`src/rtl/m_trap_ctrl.sv`:
```
// Machine-mode trap sequencer: prioritises exceptions/interrupts at retirement,
// drives mepc/mcause/mtval write strobes, redirects fetch and sequences MRET.
module m_trap_ctrl #(
    parameter logic [11:0] MSTATUS  = 12'h300,
    parameter logic [11:0] MIE_ADDR = 12'h304
) (
    input  logic        clk_in,
    input  logic        rst_in,
    input  logic        instr_valid_in,
    input  logic [31:0] pc_in,
    input  logic        instr_misalign_in,
    input  logic        illegal_in,
    input  logic [31:0] instr_in,
    input  logic        ebreak_in,
    input  logic        ecall_in,
    input  logic        ld_misalign_in,
    input  logic        st_misalign_in,
    input  logic [31:0] mem_addr_in,
    input  logic        mret_in,
    input  logic        msip_in,
    input  logic        mtip_in,
    input  logic        meip_in,
    input  logic [11:0] csr_addr_in,
    input  logic        csr_wr_en_in,
    input  logic [31:0] csr_data_in,
    input  logic [31:0] trap_address_in,
    input  logic [31:0] mepc_in,
    output logic [3:0]  cause_out,
    output logic        int_or_exc_out,
    output logic        mepc_we_out,
    output logic        mcause_we_out,
    output logic        mtval_we_out,
    output logic [31:0] epc_out,
    output logic [31:0] mtval_out,
    output logic        stall_out,
    output logic        flush_out,
    output logic        redirect_out,
    output logic [31:0] redirect_pc_out,
    output logic        mstatus_mie_out,
    output logic        mstatus_mpie_out,
    output logic [31:0] mie_out
);

    localparam logic [1:0] S_IDLE    = 2'd0;
    localparam logic [1:0] S_CAPTURE = 2'd1;
    localparam logic [1:0] S_VECTOR  = 2'd2;
    localparam logic [1:0] S_RESTORE = 2'd3;

    logic [1:0]  state_q, state_d;
    logic [3:0]  cause_q, cause_d;
    logic        int_q, int_d;
    logic [31:0] epc_q, epc_d;
    logic [31:0] mtval_q, mtval_d;
    logic [31:0] trap_addr_q, trap_addr_d;
    logic        mie_q, mie_d;
    logic        mpie_q, mpie_d;
    logic        msie_q, msie_d;
    logic        mtie_q, mtie_d;
    logic        meie_q, meie_d;

    logic        in_idle;
    logic        exc_any;
    logic [3:0]  exc_cause;
    logic [31:0] exc_tval;
    logic        irq_any;
    logic [3:0]  irq_cause;
    logic        trap_take;
    logic        mret_take;
    logic [3:0]  trap_cause;

    // Synchronous exceptions, highest priority first.
    always_comb begin
        exc_any   = 1'b1;
        exc_cause = 4'd0;
        exc_tval  = '0;
        if (instr_misalign_in) begin
            exc_cause = 4'd0;
        end else if (illegal_in) begin
            exc_cause = 4'd2;
            exc_tval  = instr_in;
        end else if (ebreak_in) begin
            exc_cause = 4'd3;
        end else if (ecall_in) begin
            exc_cause = 4'd11;
        end else if (ld_misalign_in) begin
            exc_cause = 4'd4;
            exc_tval  = mem_addr_in;
        end else if (st_misalign_in) begin
            exc_cause = 4'd6;
            exc_tval  = mem_addr_in;
        end else begin
            exc_any = 1'b0;
        end
    end

    always_comb begin
        irq_any   = 1'b1;
        irq_cause = 4'd0;
        if (meip_in && meie_q) begin
            irq_cause = 4'd11;
        end else if (msip_in && msie_q) begin
            irq_cause = 4'd3;
        end else if (mtip_in && mtie_q) begin
            irq_cause = 4'd7;
        end else begin
            irq_any = 1'b0;
        end
    end

    assign in_idle    = (state_q == S_IDLE);
    assign trap_take  = in_idle && instr_valid_in && (exc_any || (irq_any && mie_q));
    assign mret_take  = in_idle && instr_valid_in && mret_in && !trap_take;
    assign trap_cause = exc_any ? exc_cause : irq_cause;

    always_comb begin
        state_d     = state_q;
        cause_d     = cause_q;
        int_d       = int_q;
        epc_d       = epc_q;
        mtval_d     = mtval_q;
        trap_addr_d = trap_addr_q;
        mie_d       = mie_q;
        mpie_d      = mpie_q;
        msie_d      = msie_q;
        mtie_d      = mtie_q;
        meie_d      = meie_q;
        case (state_q)
            S_IDLE: begin
                if (trap_take) begin
                    state_d     = S_CAPTURE;
                    cause_d     = trap_cause;
                    int_d       = !exc_any;
                    epc_d       = pc_in;
                    mtval_d     = exc_any ? exc_tval : '0;
                    trap_addr_d = trap_address_in;
                end else if (mret_take) begin
                    state_d = S_RESTORE;
                end else if (csr_wr_en_in) begin
                    // CSR write only lands when no trap/MRET claims this cycle.
                    if (csr_addr_in == MSTATUS) begin
                        mie_d  = csr_data_in[3];
                        mpie_d = csr_data_in[7];
                    end else if (csr_addr_in == MIE_ADDR) begin
                        msie_d = csr_data_in[3];
                        mtie_d = csr_data_in[7];
                        meie_d = csr_data_in[11];
                    end
                end
            end
            S_CAPTURE: begin
                state_d = S_VECTOR;
                mpie_d  = mie_q;
                mie_d   = 1'b0;
            end
            S_VECTOR: begin
                state_d = S_IDLE;
            end
            default: begin
                state_d = S_IDLE;
                mie_d   = mpie_q;
                mpie_d  = 1'b1;
            end
        endcase
    end

    always_ff @(posedge clk_in or posedge rst_in) begin
        if (rst_in) begin
            state_q     <= S_IDLE;
            cause_q     <= '0;
            int_q       <= 1'b0;
            epc_q       <= '0;
            mtval_q     <= '0;
            trap_addr_q <= '0;
            mie_q       <= 1'b0;
            mpie_q      <= 1'b0;
            msie_q      <= 1'b0;
            mtie_q      <= 1'b0;
            meie_q      <= 1'b0;
        end else begin
            state_q     <= state_d;
            cause_q     <= cause_d;
            int_q       <= int_d;
            epc_q       <= epc_d;
            mtval_q     <= mtval_d;
            trap_addr_q <= trap_addr_d;
            mie_q       <= mie_d;
            mpie_q      <= mpie_d;
            msie_q      <= msie_d;
            mtie_q      <= mtie_d;
            meie_q      <= meie_d;
        end
    end

    // Cause is live in the trap cycle itself, then held from the latch.
    assign cause_out      = in_idle ? (trap_take ? trap_cause : 4'd0) : cause_q;
    assign int_or_exc_out = in_idle ? (trap_take && !exc_any) : int_q;

    assign mepc_we_out    = (state_q == S_CAPTURE);
    assign mcause_we_out  = (state_q == S_CAPTURE);
    assign mtval_we_out   = (state_q == S_CAPTURE);
    assign epc_out        = epc_q;
    assign mtval_out      = mtval_q;

    assign stall_out       = trap_take || mret_take || !in_idle;
    assign redirect_out    = (state_q == S_VECTOR) || (state_q == S_RESTORE);
    assign flush_out       = redirect_out;
    assign redirect_pc_out = (state_q == S_VECTOR)  ? trap_addr_q :
                             (state_q == S_RESTORE) ? mepc_in : '0;

    assign mstatus_mie_out  = mie_q;
    assign mstatus_mpie_out = mpie_q;
    assign mie_out          = {20'd0, meie_q, 3'd0, mtie_q, 3'd0, msie_q, 3'd0};

endmodule

```
`config.mk`:
```
export PLATFORM = sky130hd
export DESIGN_NAME = m_trap_ctrl
export DESIGN_NICKNAME = d
export VERILOG_FILES = /design/src/rtl/m_trap_ctrl.sv
export SDC_FILE = /design/constraint.sdc
export NUM_CORES = 1
export LEC_CHECK = 0
export CAP_MARGIN = 20
export CORE_AREA = 2 2 139 141
export CTS_CLUSTER_SIZE = 14
export DETAILED_ROUTE_END_ITERATION = 8
export DIE_AREA = 0 0 141 143
export PLACE_DENSITY_LB_ADDON = 0.2
export RECOVER_POWER = 50
export SLEW_MARGIN = 10
export SYNTH_ARGS = -nofsm -noshare
export SYNTH_HDL_FRONTEND = slang
export SYNTH_SLANG_ARGS = --single-unit
```
`constraint.sdc`:
```
create_clock -name clk_in -period 3.4 [get_ports clk_in]
set_clock_uncertainty 0.15 [all_clocks]
set_input_delay 0.68 -clock clk_in [delete_from_list [all_inputs] [get_ports clk_in]]
set_output_delay 0.68 -clock clk_in [all_outputs]
set_load 0.01 [all_outputs]
```
==> results of run 1 <==
[area by class of cell]
type,count,area [um2]
Sequential cell,108,2704
Fill cell,1697,9696
Multi-Input combinational cell,288,2382
Clock buffer,10,239.0
Timing Repair Buffer,324,3192
Tap cell,234,292.8
Inverter,5,20.02
Clock inverter,6,55.05
[synthesized netlist by cell type (2+ instances only)]
cell type | count | share of area (%)
a22oi_1 | 33 | 4.6
clkbuf_1 | 17 | 1.2
nand2_1 | 5 | 0.35
inv_1 | 5 | 0.35
o21ai_0 | 6 | 0.56
buf_6 | 2 | 0.42
mux2i_1 | 33 | 6.1
and2_1 | 4 | 0.47
nor3_1 | 6 | 0.56
buf_2 | 8 | 0.74
nand2b_1 | 3 | 0.35
or2_2 | 2 | 0.23
mux2_4 | 6 | 1.7
a21oi_1 | 3 | 0.28
a21o_1 | 2 | 0.28
buf_1 | 4 | 0.28
nor2_1 | 5 | 0.35
nor4_1 | 2 | 0.23
buf_4 | 35 | 4.9
nor2b_1 | 34 | 4.0
dfrtp_1 | 108 | 50
o2bb2ai_1 | 32 | 5.2
mux2_2 | 63 | 13
o211ai_1 | 2 | 0.28
[through the flow]
stage	instances	utilization (%)	total power, mW	setup TNS [ns]	cell area (um2)
after floorplan	467	-	2.461	0	5484
after detailed placement	959	46.26	3.309	-3.242	8594
after CTS	975	47.86	4.388	0	8892
after global placement	959	46.26	3.270	-0.5592	8594
after global routing	975	47.82	4.511	0	8885
final	975	47.82	4.252	0	8885
[layer usage]
metal / global-route usage, % / wire, um
met1: 18.88 / 6730
met2: 28.50 / 8633
met3: 5.801 / 1105
met4: 5.474 / 433
met5: 0 / 0
[final timing paths]
path / slack (ns) / endpoint / startpoint / cells past startpoint
setup / recovery: 0.09 / cause_out[3] / ecall_in / 6
hold / removal: 0.33 / int_q / int_q / 1
setup reg to reg: 0.77 / trap_addr_q[5] / state_q[1] / 5
hold reg to reg: 0.33 / int_q / int_q / 1
max in group asynchronous: 0.60 / mtval_out[24] / rst_in / 3
min in group asynchronous: 1.00 / epc_out[7] / rst_in / 2
[logic make-up (layout without fill, tap and decap cells)]
| family | Yosys count | in the layout |
|---|---|---|
| AO/OA/AOI/OAI | 88 | 88 |
| buffers and inverters | 71 | 345 |
| flip-flops | 108 | 108 |
| AND/OR/NAND/NOR | 69 | 69 |
| multiplexers | 102 | 102 |
| other | 1 | 29 |
[where the power goes]
part	switching [mW]	internal, mW	leakage, nW
combinational	0.594	0.893	2.19
sequential	0.151	1.57	1.33
clock	0.512	0.533	0.140
total	1.26	2.99	3.66
[layout by cell type (no fill, tap or decap), drive strengths merged, types with 2 or more instances in the layout]
master	n
clkbuf	11
mux2	69
o21ai	7
nor2b	34
a21oi	3
and2	4
nor2	5
nor3	6
a22oi	33
nand2	5
clkdlybuf4s50	240
mux2i	33
o2bb2ai	32
nand2b	3
dlygate4sd2	4
clkdlybuf4s15	2
dlygate4sd3	54
o211ai	2
a21o	2
a31oi	2
inv	8
dfrtp	108
clkinvlp	3
nor4	3
or2	2
conb	29
buf	23
[sequential cells by signal (all words and copies together) (netlist names)]
name / cells
trap_addr_q: 32
cause_q: 4
mstatus_mpie_out: 1
msie_q: 1
mstatus_mie_out: 1
mtie_q: 1
meie_q: 1
int_q: 1
epc_out: 32
state_q: 2
mtval_out: 32
[worst max-delay path: stages]
cell	delay, ns
clkdlybuf4s50_1	0.42
or4_1	0.60
nor3_2	0.23
a31oi_1	0.13
o21ai_0	0.10
clkdlybuf4s15_1	0.32
[timing repair]
action | in CTS | in global routing
gates resized for setup | 9 | 4
pin swaps | 0 | 2
setup endpoints to repair | 6 | 3
==> results_dict.tcl, run 1 <==
set metrics [dict create \
    critical_path_arrival_ns 2.48 \
    syn_area_um2 5375 \
    maxSlewHeadroom_pct -6.321 \
    wl_per_cell_um 17.34 \
    synth_top_family_by_area "multiplexers" \
    grt_setup_unrepaired "no" \
    tritoncts "built" \
    start_kind "primary input" \
    holdBufCountCts 0 \
    status "finished, violations left" \
    period_share_pct 97.40 \
    cellLeakagePower_nw 3.658 \
    dp_slack_ns -0.2479 \
    num_vias 4529 \
    die_area_um2 20160 \
    via_per_inst 4.645 \
    first_pass_iters 4 \
    endpoint_kind "output port" \
    clockRootBuffer "clkbuf_16" \
    seq_area_frac_synth_pct 50.28 \
    cellPowerDensity_nw_per_um2 478.5 \
    routabilityCongestion 0.8097 \
    pin_count 359 \
    avgSynthCellArea_um2 12.24 \
    dp_hpwl_mm 12.67 \
    postCtsSetupRepairBufs 0 \
    synth-compound-area-share_pct 12.87 \
    clock_sinks 108 \
    fp.dieW_um 141 \
    hold_ws_ns 0.3333 \
    layout_min_cycle_time_ns 3.312 \
    final_max_slew_viol_count 35 \
    finalSetupViolCount 0 \
    min_path_type "flop to flop" \
    yosysWarnings 0 \
    setup_slack_ns 0.08834 \
    crit_type "primary input to output port" \
    drtAntennaViolNets 0 \
    area_delta_synth_final_pct 65.29 \
    worstPathRequired_ns 2.57 \
    async_reset_ff_share_pct 100.0 \
    synth_xor_area_share_pct 0 \
    antenna_found_initial 0 \
    drt_first_iter_violations 128 \
    synth_seq_cells 108 \
    cts.clk_slew.worst_paths_ns 0.07 \
    grt.overflow.total 0 \
    hold_violations 0 \
    clock_path_buffers 2 \
    first_global_vias 4798 \
    drive_gt1_share_pct 16.46 \
    die_height_um 143 \
    grt_pass1_wl_mm 25.64 \
    grt_max_degree 69 \
    ir_drop_uv 276.4 \
    synth_edf_count 0 \
    initial_utilization_pct 28.93 \
    clock_latency_ns 0.36 \
    htree_levels 3 \
    violations "max-capacitance violations, max-slew violations" \
    grtUsageTotal_pct 16.39 \
    wl_mm 16.90 \
    synthCells 439 \
    worstMarginPinSlew_ns 1.586 \
    yosys.area_share.simple_pct 7.891 \
    rows 50 \
    synth.distinct_cells 43 \
    core-area_um2 18580 \
    cts_made_buffers 9 \
    port_buffers 300 \
    max_freq_ghz 0.3020 \
    synth_adder_area_share_pct 0 \
    synthMuxAreaShare_pct 21.02 \
    maxCapViolations 1 \
    n_antenna_cell 0 \
    worst-path-max-fanout 2 \
    drc_errors 0 \
    yosys_most_used_dff "dfrtp_1" \
    num-nets-final 954 \
]
(Power assumes the default switching activity.)
==> run 2, diff against run 1 <==
--- a/config.mk
+++ b/config.mk
@@ -5,11 +5,12 @@
 export SDC_FILE = /design/constraint.sdc
 export NUM_CORES = 1
 export LEC_CHECK = 0
-export CAP_MARGIN = 20
-export CORE_AREA = 2 2 139 141
+export ABC_AREA = 1
+export CAP_MARGIN = 10
+export CORE_AREA = 2 2 141 143
 export CTS_CLUSTER_SIZE = 14
 export DETAILED_ROUTE_END_ITERATION = 8
-export DIE_AREA = 0 0 141 143
+export DIE_AREA = 0 0 143 145
 export PLACE_DENSITY_LB_ADDON = 0.2
 export RECOVER_POWER = 50
 export SLEW_MARGIN = 10
==> run 2 against run 1 <==
  * The run now ends clean
  * Combinational power down 6%
  * Total power down 2.0%
  * Area after synthesis up 3.4%
  * Die area up 2.8%
  * Highest routed layer is now met5
  * Worst hold slack worse by 0.0078 ns
  * Wire length up 5.2%
  * Synthesized cell count up 59%
==> results_dict.tcl, run 2 <==
set metrics [dict create \
    holdBufCountCts 0 \
    cellLeakagePower_nw 4.409 \
    cts_made_buffers 9 \
    final_common_cell "nand2_1" \
    period_share_pct 93.62 \
    num-fill-cells 1946 \
    synth_top_area_share_pct 48.63 \
    dp_slack_ns -0.01466 \
    hold_ws_ns 0.3255 \
    grt_setup_unrepaired "no" \
    power_mw 4.167 \
    grt_max_degree 81 \
    die_height_um 145 \
    power.share.sequential_pct 40.1 \
    seq_area_frac_synth_pct 48.63 \
    maxCapViolations 0 \
    routabilityCongestion 0.7564 \
    finalNonFillerCells 1252 \
    grt.overflow.total 0 \
    yosysWarnings 0 \
    p_clk_share_pct 26.3 \
    synth_seq_cells 108 \
    synthCells 700 \
    start_kind "primary input" \
    synth.distinct_cells 30 \
    antenna_found_initial 3 \
    fp.dieW_um 143 \
    endpoint_kind "output port" \
    max_freq_ghz 0.3142 \
    crit_type "primary input to output port" \
    area_delta_synth_final_pct 61.66 \
    postCtsSetupRepairBufs 0 \
    yosysMostFrequentCell "nand2_1" \
    synth_common_cells "nand2_1, dfrtp_1, nand3_1" \
    worstHoldStart "epc_out[28]" \
    critical_path_arrival_ns 2.35 \
    htree_levels 3 \
    switching_power_mw 1.313 \
    r2r_setup_slack_ns 1.23 \
    core-area_um2 19210 \
    layout_min_cycle_time_ns 3.183 \
    first_global_vias 5209 \
    via_per_inst 4.337 \
    setup_slack_ns 0.2169 \
    dp_hpwl_mm 13.05 \
    num-nets-final 1199 \
    final_max_slew_viol_count 0 \
    yosys_most_used_dff "dfrtp_1" \
    first_pass_iters 4 \
    multiInputGateArea_um2 2315 \
    wl_per_cell_um 14.20 \
    async_reset_ff_share_pct 100.0 \
    grt_pass1_wl_mm 28.06 \
    status "finished, final reports clean" \
    min_path_type "flop to flop" \
    drtAntennaViolNets 0 \
    pin_count 359 \
    clock_sinks 108 \
    r2r_end "msie_q" \
    finalSetupViolCount 0 \
    clock_latency_ns 0.34 \
    clock_path_buffers 2 \
    avgSynthCellArea_um2 7.940 \
    final_cell_mix "nand2_1, clkdlybuf4s50_1, dfrtp_1" \
    synth_top_area_cell "dfrtp_1" \
    cellPowerDensity_nw_per_um2 463.8 \
    worstPathRequired_ns 2.57 \
    ir_drop_uv 338.0 \
    synth_edf_count 0 \
    regArea_um2 2703 \
    p_sw_share_pct 31.52 \
    hold_violations 0 \
    port_buffers 300 \
    rows 51 \
    reg2reg_from "meie_q" \
    drc_errors 0 \
    rr_worst_depth 9 \
    drt_first_iter_violations 196 \
    finalInstanceArea_um2 8985 \
    maxSlewHeadroom_pct 1.645 \
    worstMarginPinSlew_ns 1.475 \
    intPower_mw 2.854 \
    wl_mm 17.78 \
    hold_end "epc_out[28]" \
    worst-path-max-fanout 5 \
    die_area_um2 20740 \
    tritoncts "built" \
    hold_depth 2 \
    synthTopCellsByArea "dfrtp_1, nand2_1, nand3_1" \
    initial_utilization_pct 28.94 \
    cts.clk_slew.worst_paths_ns 0.07 \
    dp.cells 1235 \
    syn_area_um2 5558 \
    comb_power_share_pct 33.6 \
    grtUsageTotal_pct 17.03 \
    clockRootBuffer "clkbuf_16" \
    place_area_um2 8677 \
    num_vias 5430 \
    drive_gt1_share_pct 5.274 \
]
run 2: cell types whose count changed after synthesis, moves of 33 or more:
cell     delta
a22oi_1    -33
inv_1      +36
mux2_2     -63
mux2i_1    -33
nand2_1   +269
nand3_1    +82
nor2b_1    -34
run 2: repair_timing:
action | in CTS | in global routing
gates resized for setup | 1 | 4
setup endpoints to repair | 1 | 4
pin swaps | 0 | 0
run 2: worst max-delay path by stage:
| stage | startpoint | end | cells past startpoint |
|---|---|---|---|
| 2_1_floorplan | illegal_in | cause_out[1] | 10 |
| 3_3_place_gp | ecall_in | cause_out[3] | 9 |
| 3_5_place_dp | ecall_in | cause_out[3] | 9 |
| 4_1_cts | ecall_in | cause_out[1] | 10 |
| 5_1_grt | state_q[1] | redirect_pc_out[9] | 4 |
| 6_report | ecall_in | stall_out | 8 |
run 2: logic make-up (layout without fill, tap and decap cells):
| logic type | after synthesis | in the layout | share of synthesized area, % |
|---|---|---|---|
| other cells | 1 | 30 | 0.06747 |
| simple gates | 385 | 385 | 29.42 |
| flops | 108 | 108 | 48.63 |
| compound gates | 83 | 83 | 10.15 |
| buf+inv | 123 | 381 | 11.73 |
run 2: through the flow:
stage	util [%]	setup TNS [ns]
4_1_cts	46.76	0
2_1_floorplan	-	0
3_5_place_dp	45.18	-0.01466
6_report	46.78	0
5_1_grt	46.78	0
3_3_place_gp	45.18	0
run 2: final cells by class:
class,count,share of cell area [%]
Clock inverter,7,0.8912
Antenna cell,1,0.02785
Inverter,45,1.950
Sequential cell,108,30.08
Tap cell,265,3.690
Clock buffer,9,2.507
Timing Repair Buffer,320,35.09
Multi-Input combinational cell,497,25.76
run 2: worst max-delay path, stage by stage:
cell	delay (ns)
clkdlybuf4s50_1	0.42
nor2_1	0.16
nand2_1	0.15
nor2_8	0.17
nand2_4	0.09
o21bai_4	0.12
nand2_1	0.06
clkdlybuf4s50_1	0.51
run 2: metal layers:
layer	global-route usage, %	wire, um	up-vias	part of all wire [%]
li1	-	-	2752	-
met1	21.06	7309	2461	41
met2	28.35	8594	197	48
met3	5.644	1639	18	9.2
met4	4.554	225	2	1.3
met5	0	12	-	0.067
run 2: power by group through the flow:
stage	sequential (mW)	clock, mW	combinational [mW]
finish	1.67	1.10	1.40
global route	1.71	1.21	1.54
CTS	1.68	1.15	1.47
detailed placement	1.70	0	1.47
global placement	1.69	0	1.47
floorplan	1.76	0	0.597
==> run 3, diff against run 2 <==
--- a/config.mk
+++ b/config.mk
@@ -11,6 +11,7 @@
 export CTS_CLUSTER_SIZE = 14
 export DETAILED_ROUTE_END_ITERATION = 8
 export DIE_AREA = 0 0 143 145
+export GPL_TIMING_DRIVEN = 0
 export PLACE_DENSITY_LB_ADDON = 0.2
 export RECOVER_POWER = 50
 export SLEW_MARGIN = 10
==> run 3 against run 2 <==
  * Wire length is 7.8% higher
  * Sequential power hardly changed
  * Highest routed layer is now met4
  * Count of clock-buffer cells in the layout stayed put
  * Sequential share of layout area is 1.2 points lower
  * Final cell count is 5.0% higher
  * First-iteration DRC count is 7.7% higher
  * Sequential cell count stayed put
  * Combinational power is 9% higher
  * Maximum frequency is 4.6% lower
  * Largest power group unchanged
  * Via count is 4.4% higher
  * Non-clock buffer count is 64 higher
  * Clock power hardly changed
==> results_dict.tcl, run 3 (synthesis results as in run 2) <==
set metrics [dict create \
    status "finished, final reports clean" \
    p_sw_share_pct 32.55 \
    reg2reg_from "state_q[0]" \
    wl_per_cell_um 14.58 \
    grtUsageTotal_pct 18.34 \
    grt-busiest-layer "met2" \
    grt_max_degree 36 \
    crit_type "primary input to output port" \
    maxSlewHeadroom_pct 17.63 \
    endpoint_kind "output port" \
    r2r_setup_slack_ns 1.53 \
    grt.overflow.total 0 \
    startpoint "ebreak_in" \
    power_mw 4.282 \
    cellPowerDensity_nw_per_um2 457.6 \
    fp.dieW_um 143 \
    period_share_pct 98.13 \
    finalNonFillerCells 1315 \
    rr_worst_depth 8 \
    wl_mm 19.18 \
    gr-usage-met3_pct 5.974 \
    drt_first_iter_violations 211 \
    fin_util_pct 48.72 \
    p_clk_share_pct 25.3 \
    hold_depth 2 \
    tritoncts "built" \
    dp.cells 1295 \
    drive_gt1_share_pct 10.19 \
    intPower_mw 2.889 \
    worstMarginPinSlew_ns 1.229 \
    r2r_end "mtval_out[20]" \
    holdBufCountCts 0 \
    grt_pass1_wl_mm 29.88 \
    clock_path_buffers 2 \
    port_buffers 299 \
    n_antenna_cell 0 \
    num-nets-final 1263 \
    cts.clk_slew.worst_paths_ns 0.08 \
    drtAntennaViolNets 0 \
    rows 51 \
    maxCapViolations 0 \
    clockRootBuffer "clkbuf_16" \
    dp_hpwl_mm 14.92 \
    die_area_um2 20740 \
    htree_levels 3 \
    pin_count 359 \
    hold_end "epc_out[29]" \
    antenna_found_initial 0 \
    final_cell_mix "clkdlybuf4s50_1, nand2_1, dfrtp_1" \
    worstPathRequired_ns 2.57 \
    core-area_um2 19210 \
    num-fill-cells 1896 \
    drc_errors 0 \
    ir_drop_uv 252.5 \
    comb_power_share_pct 35.5 \
    initial_utilization_pct 28.94 \
    cellLeakagePower_nw 4.519 \
    routabilityCongestion 0.7914 \
    die_height_um 145 \
    finalInstanceArea_um2 9358 \
    power.share.sequential_pct 39.2 \
    via_per_inst 4.310 \
    cts_made_buffers 9 \
    min_path_type "flop to flop" \
    place_area_um2 9059 \
    final_max_slew_viol_count 0 \
    num_vias 5668 \
    clock_sinks 108 \
    switching_power_mw 1.394 \
    hold_violations 0 \
    grt_setup_unrepaired "yes" \
    use_met2_pct 30.91 \
    area_delta_synth_final_pct 68.37 \
    worstHoldStart "epc_out[29]" \
    first_global_vias 5578 \
    worst-path-max-fanout 10 \
    critical_path_arrival_ns 2.51 \
    finalSetupViolCount 0 \
    clock_latency_ns 0.35 \
    use_met1_pct 21.92 \
    first_pass_iters 4 \
    layout_min_cycle_time_ns 3.337 \
    start_kind "primary input" \
    max_freq_ghz 0.2997 \
    final_common_cell "clkdlybuf4s50_1" \
]
## run 3: changes by cell type in the layout (fill, tap and decap cells not counted), sizes merged, moves of 2 or more
cell / delta
clkbuf: +13
inv: +2
dlygate4sd3: -53
clkdlybuf4s50: +51
dlymetal6s2s: -3
clkdlybuf4s15: +3
buf: +54
## run 3: worst max-delay path, cell delays in order
cell,delay [ns]
clkdlybuf4s50_1,0.56
nor2_2,0.06
nand2_2,0.12
nor2_8,0.06
buf_4,0.14
nor3_4,0.27
buf_4,0.25
nand2_1,0.09
o211ai_1,0.10
clkbuf_2,0.18
## run 3: cell type report
class                           instances  area (um2)  share of cell area [%]
Inverter                               45       172.7                   1.845
Buffer                                 78       480.5                   5.134
Sequential cell                       108        2703                   28.88
Tap cell                              265       331.6                   3.543
Timing Repair Buffer                  306        3037                   32.45
Clock inverter                          7       72.57                  0.7755
Clock buffer                            9       225.2                   2.407
Multi-Input combinational cell        497        2336                   24.96
## run 3: what timing repair did
item,in CTS,in global routing
gates resized for setup,10,10
endpoints found under the setup margin,5,16
buffers inserted,0,4
pin swaps,0,3
## run 3: worst max-delay path by stage
stage,end,cells past startpoint,slack (ns)
final,cause_out[1],10,0.06
after floorplan,cause_out[1],10,0.89
after CTS,cause_out[1],11,-0.02
after detailed placement,cause_out[1],11,-0.36
after global placement,cause_out[1],11,-0.34
after global routing,cause_out[1],10,-0.08
## run 3: routing by layer
metal,part of all wire (%),up-vias
met3,8.8,27
met2,48,211
met4,2.2,0
met5,0,-
li1,-,2879
met1,42,2551
## run 3: per-stage QoR
step | TNS [ns] | setup WS, ns | hold slack [ns]
after global routing | -1.345 | -0.08206 | 0.3517
after floorplan | 0 | 0.8888 | 0.2995
after detailed placement | -1.708 | -0.3595 | 0.3148
after CTS | -0.01949 | -0.01949 | 0.3365
final | 0 | 0.06342 | 0.3313
after global placement | -1.593 | -0.3370 | 0.3120
## run 3: power groups by stage
stage	clock [mW]	sequential (mW)	combinational [mW]
after global placement	0	1.70	1.53
after detailed placement	0	1.70	1.55
after floorplan	0	1.76	0.597
after global routing	1.18	1.71	1.67
after CTS	1.13	1.68	1.55
final	1.08	1.68	1.52
